===== src/rtl/mem_arbiter.sv =====
// Two-port OBI-style arbiter: instruction fetch (IF) and load/store unit (LS)
// share one single-port memory. Outstanding transactions are tracked in an
// in-order owner FIFO so that responses go back to the port that issued them.
module mem_arbiter #(
  parameter int unsigned ADDR_W     = 13,
  parameter int unsigned DATA_W     = 32,
  parameter int unsigned MAX_OUTST  = 4,
  parameter int unsigned STARVE_MAX = 3
) (
  input  logic              clk_i,
  input  logic              rst_ni,
  input  logic              if_req_i,
  input  logic [ADDR_W-1:0] if_addr_i,
  output logic              if_gnt_o,
  output logic              if_rvalid_o,
  output logic [DATA_W-1:0] if_rdata_o,
  input  logic              ls_req_i,
  input  logic              ls_we_i,
  input  logic [ADDR_W-1:0] ls_addr_i,
  input  logic [DATA_W-1:0] ls_wdata_i,
  input  logic [3:0]        ls_be_i,
  output logic              ls_gnt_o,
  output logic              ls_rvalid_o,
  output logic [DATA_W-1:0] ls_rdata_o,
  output logic              mem_req_o,
  output logic              mem_we_o,
  output logic [ADDR_W-1:0] mem_addr_o,
  output logic [DATA_W-1:0] mem_wdata_o,
  output logic [3:0]        mem_be_o,
  input  logic              mem_gnt_i,
  input  logic              mem_rvalid_i,
  input  logic [DATA_W-1:0] mem_rdata_i,
  output logic              err_o
);

  localparam int unsigned PtrW = (MAX_OUTST > 1) ? $clog2(MAX_OUTST) : 1;
  localparam int unsigned CntW = $clog2(MAX_OUTST + 1);
  localparam int unsigned StvW = (STARVE_MAX > 0) ? $clog2(STARVE_MAX + 1) : 1;

  typedef enum logic [1:0] {StIdle, StLockIf, StLockLs} state_e;

  state_e              state_q, state_d;
  logic [MAX_OUTST-1:0] owner_q;
  logic [PtrW-1:0]     wptr_q, rptr_q;
  logic [CntW-1:0]     count_q;
  logic [StvW-1:0]     starve_q;
  logic                err_q;

  logic sel_ls, sel_req, full, empty, push, pop, stray, lock_drop, head;

  assign full  = (count_q == CntW'(MAX_OUTST));
  assign empty = (count_q == '0);
  assign head  = owner_q[rptr_q];

  // Port selection, request gating and memory-side mux
  always_comb begin
    unique case (state_q)
      StLockIf: sel_ls = 1'b0;
      StLockLs: sel_ls = 1'b1;
      default:  sel_ls = ls_req_i &&
                         !(if_req_i && (starve_q == StvW'(STARVE_MAX)));
    endcase
    sel_req     = sel_ls ? ls_req_i : if_req_i;
    mem_req_o   = sel_req && !full && rst_ni;
    mem_we_o    = sel_ls ? ls_we_i    : 1'b0;
    mem_addr_o  = sel_ls ? ls_addr_i  : if_addr_i;
    mem_wdata_o = sel_ls ? ls_wdata_i : '0;
    mem_be_o    = sel_ls ? ls_be_i    : 4'hF;
    ls_gnt_o    = mem_req_o && mem_gnt_i && sel_ls;
    if_gnt_o    = mem_req_o && mem_gnt_i && !sel_ls;
    // Locked port withdrew its request before being granted
    lock_drop   = (state_q != StIdle) && !sel_req;
  end

  // Lock next-state: hold the selected port until it is granted
  always_comb begin
    state_d = state_q;
    if (mem_req_o && !mem_gnt_i) begin
      state_d = sel_ls ? StLockLs : StLockIf;
    end else if (mem_req_o && mem_gnt_i) begin
      state_d = StIdle;
    end else if (lock_drop) begin
      state_d = StIdle;
    end
  end

  // Lock state register
  always_ff @(posedge clk_i or negedge rst_ni) begin
    if (!rst_ni) state_q <= StIdle;
    else         state_q <= state_d;
  end

  // Response routing by FIFO head, zero latency
  always_comb begin
    push        = if_gnt_o || ls_gnt_o;
    pop         = mem_rvalid_i && !empty;
    stray       = mem_rvalid_i && empty;
    if_rvalid_o = pop && !head && rst_ni;
    ls_rvalid_o = pop && head && rst_ni;
    if_rdata_o  = mem_rdata_i;
    ls_rdata_o  = mem_rdata_i;
    err_o       = err_q;
  end

  // Owner FIFO; full is judged on the registered count, so a pop frees a slot next cycle
  always_ff @(posedge clk_i or negedge rst_ni) begin
    if (!rst_ni) begin
      owner_q <= '0;
      wptr_q  <= '0;
      rptr_q  <= '0;
      count_q <= '0;
    end else begin
      if (push) begin
        owner_q[wptr_q] <= ls_gnt_o;
        wptr_q <= (wptr_q == PtrW'(MAX_OUTST - 1)) ? '0 : wptr_q + PtrW'(1);
      end
      if (pop) begin
        rptr_q <= (rptr_q == PtrW'(MAX_OUTST - 1)) ? '0 : rptr_q + PtrW'(1);
      end
      if (push && !pop)      count_q <= count_q + CntW'(1);
      else if (pop && !push) count_q <= count_q - CntW'(1);
    end
  end

  // Starvation counter: consecutive LS grants while IF waits
  always_ff @(posedge clk_i or negedge rst_ni) begin
    if (!rst_ni) begin
      starve_q <= '0;
    end else if (!if_req_i || if_gnt_o) begin
      starve_q <= '0;
    end else if (ls_gnt_o && (starve_q != StvW'(STARVE_MAX))) begin
      starve_q <= starve_q + StvW'(1);
    end
  end

  // Sticky protocol error
  always_ff @(posedge clk_i or negedge rst_ni) begin
    if (!rst_ni)                 err_q <= 1'b0;
    else if (stray || lock_drop) err_q <= 1'b1;
  end

endmodule


===== config.mk =====
export PLATFORM = sky130hd
export DESIGN_NAME = mem_arbiter
export DESIGN_NICKNAME = d
export VERILOG_FILES = /design/src/rtl/mem_arbiter.sv
export SDC_FILE = /design/constraint.sdc
export NUM_CORES = 1
export LEC_CHECK = 0
export ABC_AREA = 1
export BUFFER_PORTS_ARGS = -buffer_cell sky130_fd_sc_hd__buf_2
export CELL_PAD_IN_SITES_DETAIL_PLACEMENT = 1
export CELL_PAD_IN_SITES_GLOBAL_PLACEMENT = 1
export CORE_ASPECT_RATIO = 0.8
export CORE_MARGIN = 2
export CORE_UTILIZATION = 23
export CTS_BUF_LIST = sky130_fd_sc_hd__clkbuf_4
export CTS_CLUSTER_SIZE = 10
export DETAILED_ROUTE_END_ITERATION = 8
export PLACE_DENSITY_LB_ADDON = 0.1
export SLEW_MARGIN = 25
export SYNTH_ARGS = -nofsm -noshare
export SYNTH_HDL_FRONTEND = slang
export SYNTH_SLANG_ARGS = --single-unit

===== constraint.sdc =====
create_clock -name clk_i -period 5.8 [get_ports clk_i]
set_input_delay 0.29 -clock clk_i [delete_from_list [all_inputs] [get_ports clk_i]]
set_output_delay 0.29 -clock clk_i [all_outputs]
set_load 0.01 [all_outputs]

==> results of run 1 <==
where the power goes:
group          switching, W  total [W]  internal [W]
combinational      0.000305   0.000495      0.000191
clock             0.0000367  0.0000617     0.0000250
sequential        0.0000386   0.000196      0.000158
total              0.000380   0.000753      0.000373
worst min-delay path, stage by stage:
cell	delay [ns]
buf_2	0.09
nand3_1	0.11
nand3b_1	0.10
layout by cell type (no fill, tap or decap), drive strengths merged, types with 3 or more instances in the layout:
| cell | instances |
|---|---|
| clkbuf | 3 |
| dfrtp | 16 |
| a21oi | 8 |
| inv | 54 |
| nand3 | 7 |
| nand2 | 53 |
| or2 | 5 |
| buf | 124 |
| nor2 | 52 |
| o21ai | 9 |
| ha | 9 |
metal layers:
metal,up-vias,track usage
met2,68,0.182
met1,737,0.141
met3,14,0.0391
met5,-,0
li1,910,-
met4,0,0.0366
cells by family (layout without fill, tap and decap cells):
family,Yosys count,in the layout,synth area share
compound gates,19,19,0.0573
xor+xnor,2,2,0.00902
fa+ha+maj,10,10,0.0683
buf+inv,125,183,0.375
flops,16,16,0.206
mux,1,1,0.00579
simple gates,120,120,0.279
state kept, by name (all words and copies together) (netlist names):
name and count:
owner_q 4, count_q 3, rptr_q 2, starve_q 2, state_q 2, wptr_q 2, err_o 1
layout make-up:
class                   count  area, sq um  area share
flip-flops and latches     16          400       0.181
multi-input cells         152          815       0.369
clock inverters             1         3.75     0.00170
clock buffers               3         22.5      0.0102
inverters                  54          203      0.0917
repair buffers            125          631       0.285
well taps                 108          135      0.0612
timing repair:
| action | in CTS | in global routing |
|---|---|---|
| hold buffers | 1 | 0 |
| setup buffers | 0 | 0 |
| endpoints found under the hold margin | 16 | 0 |
| endpoints found under the setup margin | 0 | 0 |
worst paths after layout:
check / end / slack, ns / depth (start not counted)
min reg2reg: err_o / 0.48 / 1
max reg2reg: count_q[2] / 3.28 / 13
min in group asynchronous: count_q[0] / 0.44 / 2
min: err_o / 0.33 / 3
max: count_q[2] / 3.05 / 12
max in group asynchronous: owner_q[2] / 5.08 / 2
metrics by stage:
step	instance area, sq um	utilization	setup slack [ns]	power [W]
floorplan	1940	-	3.49	0.000572
global placement	2170	0.270	3.28	0.000707
detailed placement	2170	0.270	3.24	0.000705
CTS	2210	0.274	3.01	0.000773
global route	2210	0.274	2.73	0.000846
finish	2210	0.274	3.05	0.000753
==> metrics.cfg, run 1 <==
[outcome]
status = complete, no violations

[power]
power_density_mw_per_mm2 = 341
p_leak_nw = 1.39
irDropWorstVdd_mv = 0.0818

[route]
route.met2.wl_microns = 2510
wl_per_cell_microns = 11.7
dr_wl_met3_microns = 491
vias_per_cell = 3.77
drtAntennaViolNets = 0
drc = 0
wl_met1_microns = 2290
wl_microns = 5360
first_pass_iters = 4
drt_iter0_markers = 39
num_vias = 1729
top_layer_used = met4

[logic_synthesis]
synth_seq_cells = 16
synth_area_leaders = buf_4 25%, dfrtp_1 21%, inv_1 10%
synth_area_sq_mm = 0.00194
synth_largest_area_cell = buf_4
synth_top_area_frac = 0.255
synth_common_cells = 66 x buf_4, 53 x inv_1, 51 x nand2_1
avgSynthCellArea_sq_um = 6.63
yosysSeqAreaShare = 0.206
ys_types = 31
syn-num-nets = 404
synth_edf_count = 0
synthCells = 293
synth-async-reset-ratio = 1.00
yosysWarningCount = 0
synthFlopType = dfrtp_1
yosysMostFrequentCell = buf_4

[sta]
finClkSkew_ns = 0.00393
max-slew-margin-rel = 0.368
rsz0062_at_grt = no
post-route-period-util = 0.474
hold_violations = 0
setup_viol = 0
final_max_slew_viol_count = 0
worstMarginPinSlew_ns = 0.946
final.min_clock_period_ns = 2.75
clock.fmax_mhz = 364
setup_tns_ns = 0
hold_slack_ns = 0.329

[place]
gp_congestion = 0.757
hpwlAfterDp_microns = 4430
dpl.cell_count = 454
portBuffers = 124

[die]
die_w_microns = 107
die-area_sq_mm = 0.00920
placementRows = 29
core-area_sq_mm = 0.00806
io_pins = 221
initial_utilization = 0.241
die_height_microns = 86.2

[critical_path]
worstSetupEndpointType = flip-flop
cp-start-kind = input pin
critPathMaxFanout = 17
timing_worst_setup_path_type = input pin to flip-flop
path_buf_inv = 5
critPathSlowestCell = dlygate4sd3_1
cp_common_cell = inv_1
cp.required_ns = 5.97
rr_startpoint = state_q[0]
startpoint = rst_ni
crit_arrival_ns = 2.92
critPathTopFamily = buffers and inverters
crit_path_cell_trace = dlygate4sd3_1 -> buf_2 -> inv_1 -> a21oi_4 -> nand4_4 -> inv_1 -> ha_1 -> inv_1 -> fa_1 -> a21oi_1 -> o21ai_0 -> xor2_1
slowest_delay_ns = 0.52

[clock_tree]
tritoncts = done
clk_latency_ns = 0.29
cts_buffer_depth = 2
path_clk_slew_ns = 0.10
clock-sinks = 16
clockRootBuffer = clkbuf_4
cts_resized = 0
htreeDepth = 1
cts-buffers-inserted = 3

[cells_and_area]
fin_cells = 459
num_antenna_cells = 0
nFillCells = 1073
syn2layout_area_growth_pct = 13.7
nNetsFinal = 463
drive_gt1_frac = 0.402

[grt]
gr-total-overflow = 0
grt_pass1_vias = 1699
grt_max_degree = 57
grt_pass1_wl_microns = 8390
antenna_found_initial = 0
grt_util_all_layers = 0.113

[flow_run]
maxCapViolations = 0

[worst_hold_path]
hold_path_class = input pin to flip-flop
min_from = mem_rvalid_i

(Power assumes the default switching activity.)
==> inputs of run 2 (changes only) <==
Settings changed: CORE_UTILIZATION 23 to 19.
Clock period 5.8 ns to 2.5 ns, I/O delays scaled along.
==> run 2 against run 1 <==
Register-to-register slack lost 3.1 ns. Combinational power grew 140%. Non-clock buffer count grew 5. Clock skew shrank 0.0022 ns. Cell area grew 3.9%. Power grew 140%. Worst setup slack lost 2.9 ns. Sequential share of layout area shrank 0.67 points.
==> metrics.cfg, run 2 (synthesized netlist as in run 1, its figures left out) <==
[route]
vias_per_cell = 3.65  ; was 3.77
num_vias = 1795  ; was 1729
drc = 0  ; unchanged
wl_microns = 5550  ; was 5360 microns
drt_iter0_markers = 27  ; was 39
first_pass_iters = 4  ; unchanged
drtAntennaViolNets = 0  ; unchanged
wl_per_cell_microns = 11.3  ; was 11.7 microns

[cells_and_area]
mostFrequentLayoutCells = 124 x buf_2, 53 x inv_1, 51 x nand2_1, 48 x nor2_1, 16 x dfrtp_1  ; unchanged
largest_reg_flops = 4  ; unchanged
ff_latch_area_sq_um = 400  ; unchanged
fin_cells = 492  ; was 459
num_antenna_cells = 0  ; unchanged
drive_gt1_frac = 0.410  ; was 0.402
nFillCells = 1268  ; was 1073
top_regs = owner_q x4, count_q x3  ; unchanged
layout_commonest_cell = buf_2  ; unchanged
multiInputGateArea_sq_um = 815  ; unchanged
nNetsFinal = 468  ; was 463
syn2layout_area_growth_pct = 18.1  ; was 13.7%
regMostFlops = owner_q  ; unchanged

[place]
pre_cts_slack_ns = 0.202  ; was 3.24 ns
portBuffers = 124  ; unchanged
dpl.cell_count = 487  ; was 454
gp_congestion = 0.684  ; was 0.757
hpwlAfterDp_microns = 4680  ; was 4430 microns

[clock_tree]
path_clk_slew_ns = 0.10  ; about the same
cts-buffers-inserted = 3  ; unchanged
clk_latency_ns = 0.29  ; about the same
cts_resized = 0  ; unchanged
tritoncts = done  ; unchanged
cts_buffer_depth = 2  ; unchanged
htreeDepth = 1  ; unchanged
clock-sinks = 16  ; unchanged
clockRootBuffer = clkbuf_4  ; unchanged

[grt]
antenna_found_initial = 0  ; unchanged
grt_pass1_vias = 1714  ; was 1699
grt_util_all_layers = 0.0946  ; was 0.113
grt_max_degree = 43  ; was 57
grt_pass1_wl_microns = 8310  ; was 8390 microns
gr-total-overflow = 0  ; unchanged

[critical_path]
crit_path_cell_trace = inv_1 -> ha_1 -> inv_1 -> nand3_2 -> nand3_2 -> nand4_4 -> inv_1 -> ha_1 -> inv_1 -> fa_1 -> a21oi_1 -> o21ai_0 -> xor2_1  ; was dlygate4sd3_1 -> buf_2 -> inv_1 -> a21oi_4 -> nand4_4 -> inv_1 -> ha_1 -> inv_1 -> fa_1 -> a21oi_1 -> o21ai_0 -> xor2_1
critPathMaxFanout = 3  ; was 17
cp_common_cell = inv_1  ; unchanged
cp-start-kind = flip-flop  ; was input pin
r2r_setup_slack_ns = 0.20  ; was 3.28 ns
worstSetupEndpointType = flip-flop  ; unchanged
cp.required_ns = 2.68  ; was 5.97 ns
timing_worst_setup_path_type = flip-flop to flip-flop  ; was input pin to flip-flop
critPathSlowestCell = dfrtp_1  ; was dlygate4sd3_1
path_buf_inv = 4  ; was 5
slowest_delay_ns = 0.37  ; was 0.52 ns
critPathTopFamily = adder cells  ; was buffers and inverters
crit_arrival_ns = 2.48  ; was 2.92 ns

[die]
core-area_sq_mm = 0.00981  ; was 0.00806 sq mm
die_w_microns = 117  ; was 107 microns
initial_utilization = 0.198  ; was 0.241
die_height_microns = 94.5  ; was 86.2 microns
io_pins = 221  ; unchanged
die-area_sq_mm = 0.0111  ; was 0.00920 sq mm
placementRows = 32  ; was 29

[sta]
setup_slack_ns = 0.200  ; was 3.05 ns
max-slew-margin-rel = 0.858  ; was 0.368
worstMarginPinSlew_ns = 0.210  ; was 0.946 ns
rsz0062_at_grt = no  ; unchanged
post-route-period-util = 0.920
setup_tns_ns = 0  ; unchanged
hold_violations = 0  ; unchanged
clock.fmax_mhz = 435
final_max_slew_viol_count = 0  ; unchanged
finClkSkew_ns = 0.00176  ; was 0.00393 ns
setup_viol = 0  ; unchanged
final.min_clock_period_ns = 2.30

[power]
irDropWorstVdd_mv = 0.200  ; was 0.0818 mV
p_leak_nw = 1.42  ; was 1.39 nW
p_total_w = 0.00180  ; was 0.000753 W
power_density_mw_per_mm2 = 782  ; was 341 mW/mm^2

[flow_run]
maxCapViolations = 0  ; unchanged

[outcome]
status = complete, no violations  ; unchanged

[worst_hold_path]
hold_path_class = input pin to flip-flop  ; unchanged

==> run 2: cell types whose count changed in the layout (fill, tap and decap cells not counted), sizes merged <==
cell	change
buf	+5
==> run 2: layer usage <==
| metal | GRT usage | up-vias | wire length (microns) |
|---|---|---|---|
| li1 | - | 922 | - |
| met1 | 0.114 | 793 | 2230 |
| met2 | 0.167 | 69 | 2840 |
| met3 | 0.0263 | 11 | 438 |
| met4 | 0.0225 | 0 | 36 |
| met5 | 0 | - | 0 |
==> run 2: path summary, 6_finish.rpt <==
| kind | from | to | cells past startpoint |
|---|---|---|---|
| min | mem_rvalid_i | err_o | 3 |
| min in group asynchronous | rst_ni | rptr_q[1] | 3 |
| min reg2reg | err_o | err_o | 1 |
| max reg2reg | state_q[0] | count_q[2] | 13 |
| max in group asynchronous | rst_ni | state_q[1] | 3 |
| max | state_q[0] | count_q[2] | 13 |
==> run 2: worst reg2reg max path, delay by kind of cell (launching register included) <==
family | cells | cell delay, ns
AO/OA/AOI/OAI | 2 | 0.25
XOR/XNOR | 1 | 0.15
adder cells (fa/ha/maj) | 3 | 0.76
buffers and inverters | 4 | 0.31
flip-flops | 1 | 0.37
AND/OR/NAND/NOR | 3 | 0.32
==> run 2: cell type report <==
type | instances | share of cell area
multi-input combinational | 152 | 0.355
tap | 136 | 0.0742
timing repair buffer | 130 | 0.297
inverter | 54 | 0.0883
sequential | 16 | 0.174
clock inverter | 1 | 0.00164
clock buffer | 3 | 0.00981
==> run 2: stage by stage <==
step / hold slack [ns] / cell area (sq um) / util
global placement: 0.139 / 2260 / 0.230
global route: 0.137 / 2290 / 0.234
finish: 0.119 / 2290 / 0.234
detailed placement: 0.128 / 2260 / 0.230
CTS: 0.112 / 2290 / 0.234
floorplan: -0.171 / 1940 / -
==> run 2: repair_timing <==
action                                  4_1_cts  5_1_grt
hold buffers                                  1        0
buffers inserted                              0        0
endpoints found under the setup margin        0        0
endpoints found under the hold margin        16        0
==> run 2: report_power, final <==
part           total [W]  switching, W  internal [W]
registers       0.000454     0.0000883      0.000366
logic            0.00119      0.000712      0.000479
clock network   0.000151     0.0000929     0.0000581
total            0.00180      0.000893      0.000903
